===== src/rtl/kb_pkg.sv =====
// rtl/kb_pkg.sv - scan-code constants, FSM state encoding and case helper for kb_code_ctrl
package kb_pkg;

  typedef enum logic [1:0] {
    KB_IDLE    = 2'd0,
    KB_BRK     = 2'd1,
    KB_EXT     = 2'd2,
    KB_EXT_BRK = 2'd3
  } kb_state_e;

  localparam logic [7:0] SC_BRK         = 8'hF0;
  localparam logic [7:0] SC_EXT         = 8'hE0;
  localparam logic [7:0] SC_LSHIFT      = 8'h12;
  localparam logic [7:0] SC_RSHIFT      = 8'h59;
  localparam logic [7:0] SC_CAPS        = 8'h58;
  localparam logic [7:0] ASCII_UNMAPPED = 8'h2A;
  localparam logic [7:0] ASCII_CASE_OFS = 8'h20;

  // The lookup returns uppercase letters; lowercase unless exactly one of shift/caps is active.
  function automatic logic [7:0] kb_apply_case(input logic [7:0] ascii, input logic upper);
    logic [7:0] res;
    res = ascii;
    if ((ascii >= 8'h41) && (ascii <= 8'h5A) && !upper) begin
      res = ascii + ASCII_CASE_OFS;
    end
    return res;
  endfunction

endpackage


===== src/rtl/kb_code_ctrl_if.sv =====
// rtl/kb_code_ctrl_if.sv - receiver, lookup and consumer signals of kb_code_ctrl
interface kb_code_ctrl_if;
  logic       rx_done_tick;
  logic [7:0] rx_data;
  logic [7:0] lut_key;
  logic [7:0] lut_ascii;
  logic       rd_ascii;
  logic [7:0] ascii_data;
  logic       buf_empty;
  logic       buf_full;
  logic       overflow;
  logic       shift_on;
  logic       caps_on;

  modport master (
    output rx_done_tick, rx_data, lut_ascii, rd_ascii,
    input  lut_key, ascii_data, buf_empty, buf_full, overflow, shift_on, caps_on
  );

  modport slave (
    input  rx_done_tick, rx_data, lut_ascii, rd_ascii,
    output lut_key, ascii_data, buf_empty, buf_full, overflow, shift_on, caps_on
  );
endinterface


===== src/rtl/kb_code_ctrl_fifo.sv =====
// rtl/kb_code_ctrl_fifo.sv - kb_fifo: 2**W_SIZE x 8 character buffer with registered full/empty flags
module kb_fifo #(
  parameter int W_SIZE = 2
) (
  input  logic       clk,
  input  logic       reset_n,
  input  logic       wr,
  input  logic [7:0] wdata,
  input  logic       rd,
  output logic [7:0] rdata,
  output logic       full,
  output logic       empty
);

  logic [7:0]        mem_q [2**W_SIZE];
  logic [W_SIZE-1:0] wptr_q, wptr_d, rptr_q, rptr_d;
  logic              full_q, full_d, empty_q, empty_d;
  logic              wr_ok, rd_ok;
  logic [W_SIZE-1:0] wptr_inc, rptr_inc;

  assign rd_ok    = rd && !empty_q;
  // A write into a full buffer still lands when a pop frees the slot in the same cycle.
  assign wr_ok    = wr && (!full_q || rd_ok);
  assign wptr_inc = wptr_q + W_SIZE'(1);
  assign rptr_inc = rptr_q + W_SIZE'(1);

  always_comb begin
    wptr_d  = wptr_q;
    rptr_d  = rptr_q;
    full_d  = full_q;
    empty_d = empty_q;
    case ({wr_ok, rd_ok})
      2'b10: begin
        wptr_d  = wptr_inc;
        empty_d = 1'b0;
        full_d  = (wptr_inc == rptr_q);
      end
      2'b01: begin
        rptr_d  = rptr_inc;
        full_d  = 1'b0;
        empty_d = (rptr_inc == wptr_q);
      end
      2'b11: begin
        wptr_d = wptr_inc;
        rptr_d = rptr_inc;
      end
      default: ;
    endcase
  end

  always_ff @(posedge clk or negedge reset_n) begin
    if (!reset_n) begin
      wptr_q  <= '0;
      rptr_q  <= '0;
      full_q  <= 1'b0;
      empty_q <= 1'b1;
    end else begin
      wptr_q  <= wptr_d;
      rptr_q  <= rptr_d;
      full_q  <= full_d;
      empty_q <= empty_d;
    end
  end

  always_ff @(posedge clk) begin
    if (wr_ok) begin
      mem_q[wptr_q] <= wdata;
    end
  end

  assign rdata = mem_q[rptr_q];
  assign full  = full_q;
  assign empty = empty_q;

endmodule


===== src/rtl/kb_code_ctrl.sv =====
// rtl/kb_code_ctrl.sv - PS/2 scan byte sequencer: break/extended stripping, shift/caps, case, FIFO
// Optional caps-lock tracking is enabled by defining KB_CAPSLOCK_EN.
module kb_code_ctrl
  import kb_pkg::*;
#(
  parameter int W_SIZE = 2
) (
  input  logic          clk,
  input  logic          reset_n,
  kb_code_ctrl_if.slave kb
);

  localparam logic [1:0] ST_IDLE    = 2'(KB_IDLE);
  localparam logic [1:0] ST_BRK     = 2'(KB_BRK);
  localparam logic [1:0] ST_EXT     = 2'(KB_EXT);
  localparam logic [1:0] ST_EXT_BRK = 2'(KB_EXT_BRK);

  logic [1:0] state_q, state_d;
  logic [7:0] lut_key_q, lut_key_d;
  logic       push_req_q, push_req_d;
  logic       lshift_q, lshift_d;
  logic       rshift_q, rshift_d;
  logic       caps_q, caps_d;
  logic       overflow_q, overflow_d;

  logic       push_valid, pop_ok, drop;
  logic [7:0] push_char;
  logic       fifo_full, fifo_empty;

  always_comb begin
    state_d    = state_q;
    lut_key_d  = lut_key_q;
    push_req_d = 1'b0;
    lshift_d   = lshift_q;
    rshift_d   = rshift_q;
    caps_d     = caps_q;
    if (kb.rx_done_tick) begin
      case (state_q)
        ST_IDLE: begin
          if (kb.rx_data == SC_BRK) begin
            state_d = ST_BRK;
          end else if (kb.rx_data == SC_EXT) begin
            state_d = ST_EXT;
          end else if (kb.rx_data == SC_LSHIFT) begin
            lshift_d = 1'b1;
          end else if (kb.rx_data == SC_RSHIFT) begin
            rshift_d = 1'b1;
`ifdef KB_CAPSLOCK_EN
          end else if (kb.rx_data == SC_CAPS) begin
            caps_d = ~caps_q;
`endif
          end else begin
            lut_key_d  = kb.rx_data;
            push_req_d = 1'b1;
          end
        end
        ST_BRK: begin
          if (kb.rx_data == SC_LSHIFT) lshift_d = 1'b0;
          if (kb.rx_data == SC_RSHIFT) rshift_d = 1'b0;
          state_d = ST_IDLE;
        end
        ST_EXT: begin
          // Extended keys have no ASCII mapping; only their break prefix needs tracking.
          state_d = (kb.rx_data == SC_BRK) ? ST_EXT_BRK : ST_IDLE;
        end
        default: state_d = ST_IDLE;
      endcase
    end
  end

  assign push_char  = kb_apply_case(kb.lut_ascii, lshift_q ^ rshift_q ^ (lshift_q & rshift_q) ^ caps_q);
  assign push_valid = push_req_q && (kb.lut_ascii != ASCII_UNMAPPED);
  assign pop_ok     = kb.rd_ascii && !fifo_empty;
  assign drop       = push_valid && fifo_full && !pop_ok;

  always_comb begin
    overflow_d = overflow_q;
    if (drop) begin
      overflow_d = 1'b1;
    end else if (pop_ok) begin
      overflow_d = 1'b0;
    end
  end

  always_ff @(posedge clk or negedge reset_n) begin
    if (!reset_n) begin
      state_q    <= ST_IDLE;
      lut_key_q  <= '0;
      push_req_q <= 1'b0;
      lshift_q   <= 1'b0;
      rshift_q   <= 1'b0;
      caps_q     <= 1'b0;
      overflow_q <= 1'b0;
    end else begin
      state_q    <= state_d;
      lut_key_q  <= lut_key_d;
      push_req_q <= push_req_d;
      lshift_q   <= lshift_d;
      rshift_q   <= rshift_d;
      caps_q     <= caps_d;
      overflow_q <= overflow_d;
    end
  end

  kb_fifo #(
    .W_SIZE (W_SIZE)
  ) u_fifo (
    .clk     (clk),
    .reset_n (reset_n),
    .wr      (push_valid),
    .wdata   (push_char),
    .rd      (kb.rd_ascii),
    .rdata   (kb.ascii_data),
    .full    (fifo_full),
    .empty   (fifo_empty)
  );

  assign kb.lut_key   = lut_key_q;
  assign kb.buf_empty = fifo_empty;
  assign kb.buf_full  = fifo_full;
  assign kb.overflow  = overflow_q;
  assign kb.shift_on  = lshift_q | rshift_q;
  assign kb.caps_on   = caps_q;

endmodule

===== src/flat_wrapper.sv =====
// flat-port wrapper written by rule: the top's interface ports become plain ports
module kb_code_ctrl_flat import kb_pkg::*;
#(
  parameter int W_SIZE = 2
)
  (clk, reset_n, kb_rx_done_tick, kb_rx_data, kb_lut_ascii, kb_rd_ascii, kb_lut_key, kb_ascii_data, kb_buf_empty, kb_buf_full, kb_overflow, kb_shift_on, kb_caps_on);
  kb_code_ctrl_if kb_i ();
  input  logic clk;
  input  logic reset_n;
  input wire logic [$bits(kb_i.rx_done_tick)-1:0] kb_rx_done_tick;
  input wire logic [$bits(kb_i.rx_data)-1:0] kb_rx_data;
  input wire logic [$bits(kb_i.lut_ascii)-1:0] kb_lut_ascii;
  input wire logic [$bits(kb_i.rd_ascii)-1:0] kb_rd_ascii;
  output wire logic [$bits(kb_i.lut_key)-1:0] kb_lut_key;
  output wire logic [$bits(kb_i.ascii_data)-1:0] kb_ascii_data;
  output wire logic [$bits(kb_i.buf_empty)-1:0] kb_buf_empty;
  output wire logic [$bits(kb_i.buf_full)-1:0] kb_buf_full;
  output wire logic [$bits(kb_i.overflow)-1:0] kb_overflow;
  output wire logic [$bits(kb_i.shift_on)-1:0] kb_shift_on;
  output wire logic [$bits(kb_i.caps_on)-1:0] kb_caps_on;
  assign kb_i.rx_done_tick = kb_rx_done_tick;
  assign kb_i.rx_data = kb_rx_data;
  assign kb_i.lut_ascii = kb_lut_ascii;
  assign kb_i.rd_ascii = kb_rd_ascii;
  assign kb_lut_key = kb_i.lut_key;
  assign kb_ascii_data = kb_i.ascii_data;
  assign kb_buf_empty = kb_i.buf_empty;
  assign kb_buf_full = kb_i.buf_full;
  assign kb_overflow = kb_i.overflow;
  assign kb_shift_on = kb_i.shift_on;
  assign kb_caps_on = kb_i.caps_on;
  kb_code_ctrl #(.W_SIZE(W_SIZE)) u_core (.clk(clk), .reset_n(reset_n), .kb(kb_i));
endmodule

===== config.mk =====
export PLATFORM = sky130hd
export DESIGN_NAME = kb_code_ctrl_flat
export DESIGN_NICKNAME = d
export VERILOG_FILES = /design/src/rtl/kb_pkg.sv /design/src/rtl/kb_code_ctrl_if.sv /design/src/rtl/kb_code_ctrl_fifo.sv /design/src/rtl/kb_code_ctrl.sv /design/src/flat_wrapper.sv
export SDC_FILE = /design/constraint.sdc
export NUM_CORES = 1
export LEC_CHECK = 0
export CAP_MARGIN = 5
export CORE_ASPECT_RATIO = 1.1
export CORE_MARGIN = 1
export CORE_UTILIZATION = 45
export DETAILED_ROUTE_END_ITERATION = 10
export DONT_BUFFER_PORTS = 1
export PLACE_DENSITY_LB_ADDON = 0.05
export SYNTH_ARGS = -nofsm -noshare
export SYNTH_HDL_FRONTEND = slang
export SYNTH_SLANG_ARGS = --single-unit

===== constraint.sdc =====
create_clock -name clk -period 2 [get_ports clk]
set_input_delay 0.6 -clock clk [delete_from_list [all_inputs] [get_ports clk]]
set_output_delay 0.6 -clock clk [all_outputs]
set_load 0.03 [all_outputs]

==> results of run 1 <==
[registers in the layout (all words and copies together) (netlist names)]
signal                cells
u_core.kb.lut_key         8
u_core.kb.overflow        1
u_core.lshift_q           1
u_core.push_req_q         1
u_core.rshift_q           1
u_core.state_q            2
u_core.u_fifo.empty       1
u_core.u_fifo.full        1
u_core.u_fifo.mem_q      32
u_core.u_fifo.rptr_q      2
u_core.u_fifo.wptr_q      2
[power by group]
part           switching [mW]  internal (mW)
sequential              0.195           1.37
combinational           0.615          0.481
clock                   0.332          0.245
total                    1.14           2.09
[cells in the mapped netlist, types with 2 or more instances]
cell type  count
ha_1           8
clkbuf_1       2
nand2_1        8
a21oi_1        2
o21ai_0        2
xor2_1         2
nor4_1         2
mux2_4         8
edfxtp_1      32
nor2_1         2
inv_1          5
and2_1         5
nor3_1         4
mux2_2         3
xnor2_1        3
nand4b_1       3
mux4_2         8
dfrtp_1       19
nand2b_1       5
[routing by layer]
metal	global-route usage, %	part of all wire, %	up-vias	wire length, microns
met3	7.36	8.2	4	333
li1	-	-	569	-
met4	5.31	1.2	0	47
met2	29.7	50	39	2020
met5	0	0	-	0
met1	18.3	41	599	1670
[worst max-delay path by stage]
stage                                                    from  slack (ps)                                   to
after floorplan                               kb_lut_ascii[4]         -70  u_core.u_fifo.wptr_q[1]$_DFFE_PN0P_
after global placement                        kb_lut_ascii[4]         -80  u_core.u_fifo.wptr_q[1]$_DFFE_PN0P_
after detailed placement                      kb_lut_ascii[4]        -130  u_core.u_fifo.wptr_q[1]$_DFFE_PN0P_
after CTS                 u_core.u_fifo.rptr_q[0]$_DFFE_PN0P_         -90                     kb_ascii_data[6]
after global routing      u_core.u_fifo.rptr_q[0]$_DFFE_PN0P_        -130                     kb_ascii_data[6]
final                     u_core.u_fifo.rptr_q[0]$_DFFE_PN0P_         -80                     kb_ascii_data[6]
[critical path, stage by stage (launching register included)]
cell     delay, ps
dfrtp_1        410
buf_12         150
mux4_2         610
[cell usage in the layout, fill, tap and decap left out, drive strengths merged, types with 3 or more instances in the layout]
master / netlist / routed
a21oi: 3 / 3
mux4: 8 / 8
buf: 2 / 11
mux2: 11 / 11
nand2: 8 / 8
nand2b: 5 / 5
edfxtp: 32 / 32
nand4b: 3 / 3
and2: 5 / 5
clkbuf: 2 / 6
xnor2: 3 / 3
dfrtp: 19 / 19
inv: 5 / 5
ha: 8 / 8
nor3: 4 / 4
[area by class of cell]
cell class              instances  area [sq um]  share of cell area, %
clock buffers                   6          72.6                   2.78
clock inverters                 2          12.5                  0.479
inverters                       5          18.8                  0.718
multi-input cells              83           868                   33.2
flip-flops and latches         52          1460                   56.0
well taps                      58          72.6                   2.78
repair buffers                 12           105                   4.02
[through the flow]
step / total power, mW / setup TNS (ps) / area (sq um) / std cells / hold WS, ps
4_1_cts: 3.28 / -680 / 2610 / 218 / 124
6_report: 3.23 / -592 / 2610 / 218 / 131
2_1_floorplan: 2.42 / -68.0 / 2370 / 144 / 304
3_5_place_dp: 2.68 / -2010 / 2520 / 209 / 305
3_3_place_gp: 2.67 / -1130 / 2520 / 209 / 305
5_1_grt: 3.43 / -1030 / 2610 / 218 / 108
[kinds of logic after synthesis]
group                    count (synthesis)  share of synthesized area [%]
adder cells (fa/ha/maj)                  8                           4.31
buffers and inverters                    9                           1.67
AO/OA/AOI/OAI                           12                           3.72
other                                    1                          0.162
XOR/XNOR                                 5                           1.89
multiplexers                            20                           14.8
AND/OR/NAND/NOR                         37                           10.4
flip-flops                              52                           63.0
[repair_timing]
item,in CTS,in global routing
setup endpoints to repair,8,8
buffers inserted,0,0
resized for setup,1,0
hold endpoints to repair,19,0
hold buffers,1,0
==> key figures, run 1 <==
Die
  • Core Footprint: 0.00500 sq mm
  • Die ar.: 0.00545 sq mm
  • DIE WIDTH: 70.5 microns
  • Starting density of the core: 46.4%
  • Site Rows: 27
  • DIE HEIGHT: between 70 and 80 microns
  • I/O Pins: 41

Yosys
  • Post-synthesis sequential area ratio: ~63%
  • Number of flops mapped to enable cells by yosys: 32
  • Yosys top cell by area: edfxtp_1
  • Count of cell types in the netlist: 40
  • Dominant synthesized flop cell: edfxtp_1
  • Main area contributors after synthesis: edfxtp_1, dfrtp_1, mux4_2
  • Yosys reg bits: 52
  • Synth top area share: 41.4%
  • Average size of a mapped cell: roughly 16 sq um
  • Syn Inst Count: 144
  • Warning count from the yosys run: 0
  • Syn Std Cell Area: around 0.0023 sq mm
  • Share of flip-flops with an asynchronous set or reset: 38.5%
  • Syn_nets: 172

Timing
  • Final Hold Viols: 0
  • Worst slew margin: 42.4%
  • Final worst setup slack: -77.4 ps
  • Tmin final: 2080 ps
  • Fmax: just under 0.5 GHz
  • Clk_skew: roughly 5.3 ps
  • Worst slew pin tran: between 800 and 900 ps
  • Fin crit share: 104%
  • Max-slew violation count: 0
  • RSZ-0062 raised after global routing: true
  • Count of final setup violators: 8

GRT
  • Total global-route track usage: between 10% and 20%
  • Total gr overflow: 0
  • Vias in the first global route: approximately 1400
  • Largest net degree at the start of global routing: 20
  • First-pass GRT wire length: ~6800 microns
  • Initial antenna violation count: 0

Detailed routing
  • Vias: 1211
  • Antenna Violating Nets Remaining: 0
  • WL per Instance: roughly 19 microns
  • Vias per std cell: 5.56
  • DRC violations left: 6
  • Pre-Repair DR Iteration Count: 7
  • Initial DRC Count: 72
  • Final WL: 4070 microns

Placement
  • Setup WS pre-CTS: -127 ps
  • Gpl congestion: ~0.75
  • Post-DP HPWL: 2930 microns
  • PortBufs: 0

CTS
  • Clk slew on worst S/H paths: around 90 ps
  • Root cell of the clock tree: clkbuf_8
  • H-tree Lvls: 2
  • CTS tree: done
  • Num CTS Buffers: 5
  • Clk buf depth: 2
  • Clock latency at the later pin of the worst-skew pair: 300 ps
  • Clock sinks: between 50 and 60

Power
  • Power Dens Cells: between 1000 and 1500 mW/mm^2
  • Worst VDD drop: 0.000493 V
  • Static Leak: 1.00 nW

Final layout
  • Ant diodes: 0
  • Nets: ~190
  • Ratio of cells with drive above 1 in the final layout: 30.6%
  • Finished Core Util: 52.3%
  • Synth-to-Final Area Change: 12.6%
  • Fillers: 430

Setup path
  • Crit path kind: reg -> out
  • R2r endpoint: u_core.kb.lut_key[3]$_DFFE_PN0P_
  • Critical path data required time: 1400 ps
  • Reg2Reg Depth: 3
  • Reg2Reg Launch Point: u_core.state_q[1]$_DFFE_PN0P_
  • R2r setup slk: 200 ps
  • Worst Setup Start Kind: flop
  • Critical Path End Type: output port
  • Peak fanout along the critical path: 8
  • Worst Path Arrival: ~1500 ps

Flow run
  • Max Cap Viol: 0

Status
  • Failing checks: design-rule violations, negative setup slack
  • Status: finished, violations left

Hold path
  • Hold WC Path Type: in -> async
(Power assumes the default switching activity.)
==> run 2: changes to the inputs <==
--- a/config.mk
+++ b/config.mk
@@ -8,7 +8,7 @@
 export CAP_MARGIN = 5
 export CORE_ASPECT_RATIO = 1.1
 export CORE_MARGIN = 1
-export CORE_UTILIZATION = 45
+export CORE_UTILIZATION = 60
 export DETAILED_ROUTE_END_ITERATION = 10
 export DONT_BUFFER_PORTS = 1
 export PLACE_DENSITY_LB_ADDON = 0.05
==> run 2 against run 1 <==
The flow finishes with violations (negative setup slack). Sequential power is essentially flat. Largest power group unchanged. Critical path type unchanged. First-iteration DRC count shrank 15%. Sequential share of layout area decreased by 0.32 points. Via count up 0.91%. Final cell count down 5.0%. Utilization grew 19 points. Maximum frequency rose by 0.57%. Die area shrank 24%. Non-clock buffer count is 3 lower. Setup slack better by 12 ps. Critical endpoint unchanged. Routed wire length is 5.4% lower. Largest cell class unchanged. Critical path depth stayed put.
==> key figures, run 2 (synthesis results as in run 1) <==
Status
  • Status: finished, violations left
  • Failing checks: negative setup slack

Timing
  • Final worst setup slack: -65.6 ps (+11.8 ps)
  • Max-slew violation count: 0 (unchanged)
  • Fin crit share: 103% (-0.59 points)
  • Hold_ws: 139 ps (+7.82 ps)
  • Worst slew pin tran: 873 ps (+12.9 ps)
  • Worst slew margin: 41.6% (-0.86 points)
  • Clk_skew: 7.93 ps (+2.67 ps)
  • Fmax: 0.484 GHz (+0.57%)
  • Tmin final: 2070 ps (-11.8 ps)
  • RSZ-0062 raised after global routing: true
  • Count of final setup violators: 8 (unchanged)
  • Final Hold Viols: 0 (unchanged)

CTS
  • Clk buf depth: 2 (unchanged)
  • CTS tree: done
  • Root cell of the clock tree: clkbuf_8
  • Num CTS Buffers: 5 (unchanged)
  • H-tree Lvls: 2 (unchanged)
  • Clock sinks: 52 (unchanged)
  • Clock latency at the later pin of the worst-skew pair: 300 ps (about the same)
  • Clk slew on worst S/H paths: 80 ps (about the same)

Final layout
  • Most common cell after layout, fill and taps aside: edfxtp_1
  • Most frequent cells in the layout: edfxtp_1, dfrtp_1, mux2_4
  • Ratio of cells with drive above 1 in the final layout: 29.3% (-1.3 points)
  • Number of flip-flops in the largest register: 32 (unchanged)
  • Synth-to-Final Area Change: 13.3%
  • Nets: 184 (-1.6%)
  • Top reg by flops: u_core.u_fifo.mem_q
  • Ant diodes: 0 (unchanged)

Power
  • Static Leak: 1.01 nW (+1.1%)
  • Power Dens Cells: 1320 mW/mm^2 (+6.9%)
  • Tot Pwr: 3.48 mW (+7.5%)
  • Worst VDD drop: 0.000862 V (+75%)

Setup path
  • Max incr delay on CP: 610 ps (about the same)
  • R2r setup slk: 170 ps (-30 ps)
  • CP cell instances: buf_12, mux4_2
  • Slowest cell on crit path: mux4_2
  • Worst Setup Start Kind: flop
  • Crit path kind: reg -> out
  • Critical path data required time: 1400 ps (about the same)
  • Reg2Reg Depth: 3 (unchanged)
  • Peak fanout along the critical path: 8 (unchanged)
  • Worst Path Arrival: 1470 ps (about the same)
  • Critical Path End Type: output port

Detailed routing
  • Initial DRC Count: 61 (-15%)
  • Pre-Repair DR Iteration Count: 4 (-3)
  • Vias: 1222 (+0.91%)
  • Vias per std cell: 5.90 (+6.3%)
  • DRC violations left: 0 (-6)
  • Final WL: 3850 microns (-5.4%)
  • WL per Instance: 18.6 microns (-0.40%)
  • Antenna Violating Nets Remaining: 0 (unchanged)

GRT
  • Total gr overflow: 0 (unchanged)
  • First-pass GRT wire length: 6150 microns (-9.8%)
  • Initial antenna violation count: 0 (unchanged)
  • Largest net degree at the start of global routing: 20 (unchanged)
  • Total global-route track usage: 21.4% (+4.5 points)
  • Vias in the first global route: 1259 (-8.6%)

Die
  • Core Footprint: 0.00368 sq mm (-26%)
  • DIE WIDTH: 61.3 microns (-13%)
  • Site Rows: 23 (-15%)
  • Die ar.: 0.00412 sq mm (-24%)
  • DIE HEIGHT: 67.2 microns (-13%)
  • Starting density of the core: 63.0% (+17 points)
  • I/O Pins: 41 (unchanged)

Hold path
  • Hold WC Path Type: in -> async

Flow run
  • Max Cap Viol: 0 (unchanged)

Placement
  • PortBufs: 0 (unchanged)
  • Gpl congestion: 0.819 (+9.3%)
  • Post-DP HPWL: 2800 microns (-4.5%)
==> run 2: through the flow <==
stage | instances | area (sq um) | setup TNS, ps | setup slack, ps | util [%]
global route | 207 | 2630 | -954 | -128 | 71.4
detailed placement | 198 | 2480 | -1470 | -130 | 67.5
global placement | 198 | 2480 | -714 | -80.3 | 67.5
floorplan | 144 | 2370 | -68.0 | -68.0 | -
finish | 207 | 2630 | -496 | -65.6 | 71.4
CTS | 207 | 2630 | -617 | -80.7 | 71.4
==> run 2: metal layers <==
layer	GRT usage, %	vias up	part of all wire, %
met5	0	-	0
li1	-	564	-
met1	27.1	610	39
met2	35.6	43	51
met4	5.97	0	1.2
met3	6.51	5	7.8
==> run 2: path summary, 6_finish.rpt <==
path,start,to
worst max-delay path,u_core.u_fifo.rptr_q[0]$_DFFE_PN0P_,kb_ascii_data[6]
worst min-delay path,reset_n,u_core.u_fifo.empty$_DFFE_PN1P_
worst max register to register,u_core.state_q[1]$_DFFE_PN0P_,u_core.kb.lut_key[6]$_DFFE_PN0P_
worst min register to register,u_core.state_q[1]$_DFFE_PN0P_,u_core.state_q[1]$_DFFE_PN0P_
max in group asynchronous,reset_n,u_core.u_fifo.rptr_q[1]$_DFFE_PN0P_
min in group clk,kb_lut_ascii[4],u_core.u_fifo.mem_q[1][4]$_DFFE_PP_
==> run 2: what timing repair did <==
action | 4_1_cts | 5_1_grt
gates resized for setup | 1 | 0
pin swaps | 0 | 0
setup endpoints to repair | 8 | 8
buffers inserted | 0 | 0
hold buffers | 1 | 0
endpoints found under the hold margin | 19 | 0
==> run 2: final cells by class <==
cell class,instances,area (sq um)
Tap cell,50,62.6
Sequential cell,52,1460
Fill cell,263,1050
Clock buffer,6,72.6
Timing Repair Buffer,9,82.6
Clock inverter,2,60.1
Inverter,5,18.8
Multi-Input combinational cell,83,868
==> run 2: report_power, final <==
group / switching (mW) / internal, mW / total, mW
clock network: 0.317 / 0.500 / 0.816
logic: 0.622 / 0.478 / 1.10
registers: 0.195 / 1.37 / 1.56
total: 1.13 / 2.34 / 3.48
==> run 2: critical path, delay by kind of cell, from the launching register on <==
kind / cells / cell delay [ps]
buffers and inverters: 1 / 150
DFF: 1 / 400
muxes: 1 / 610
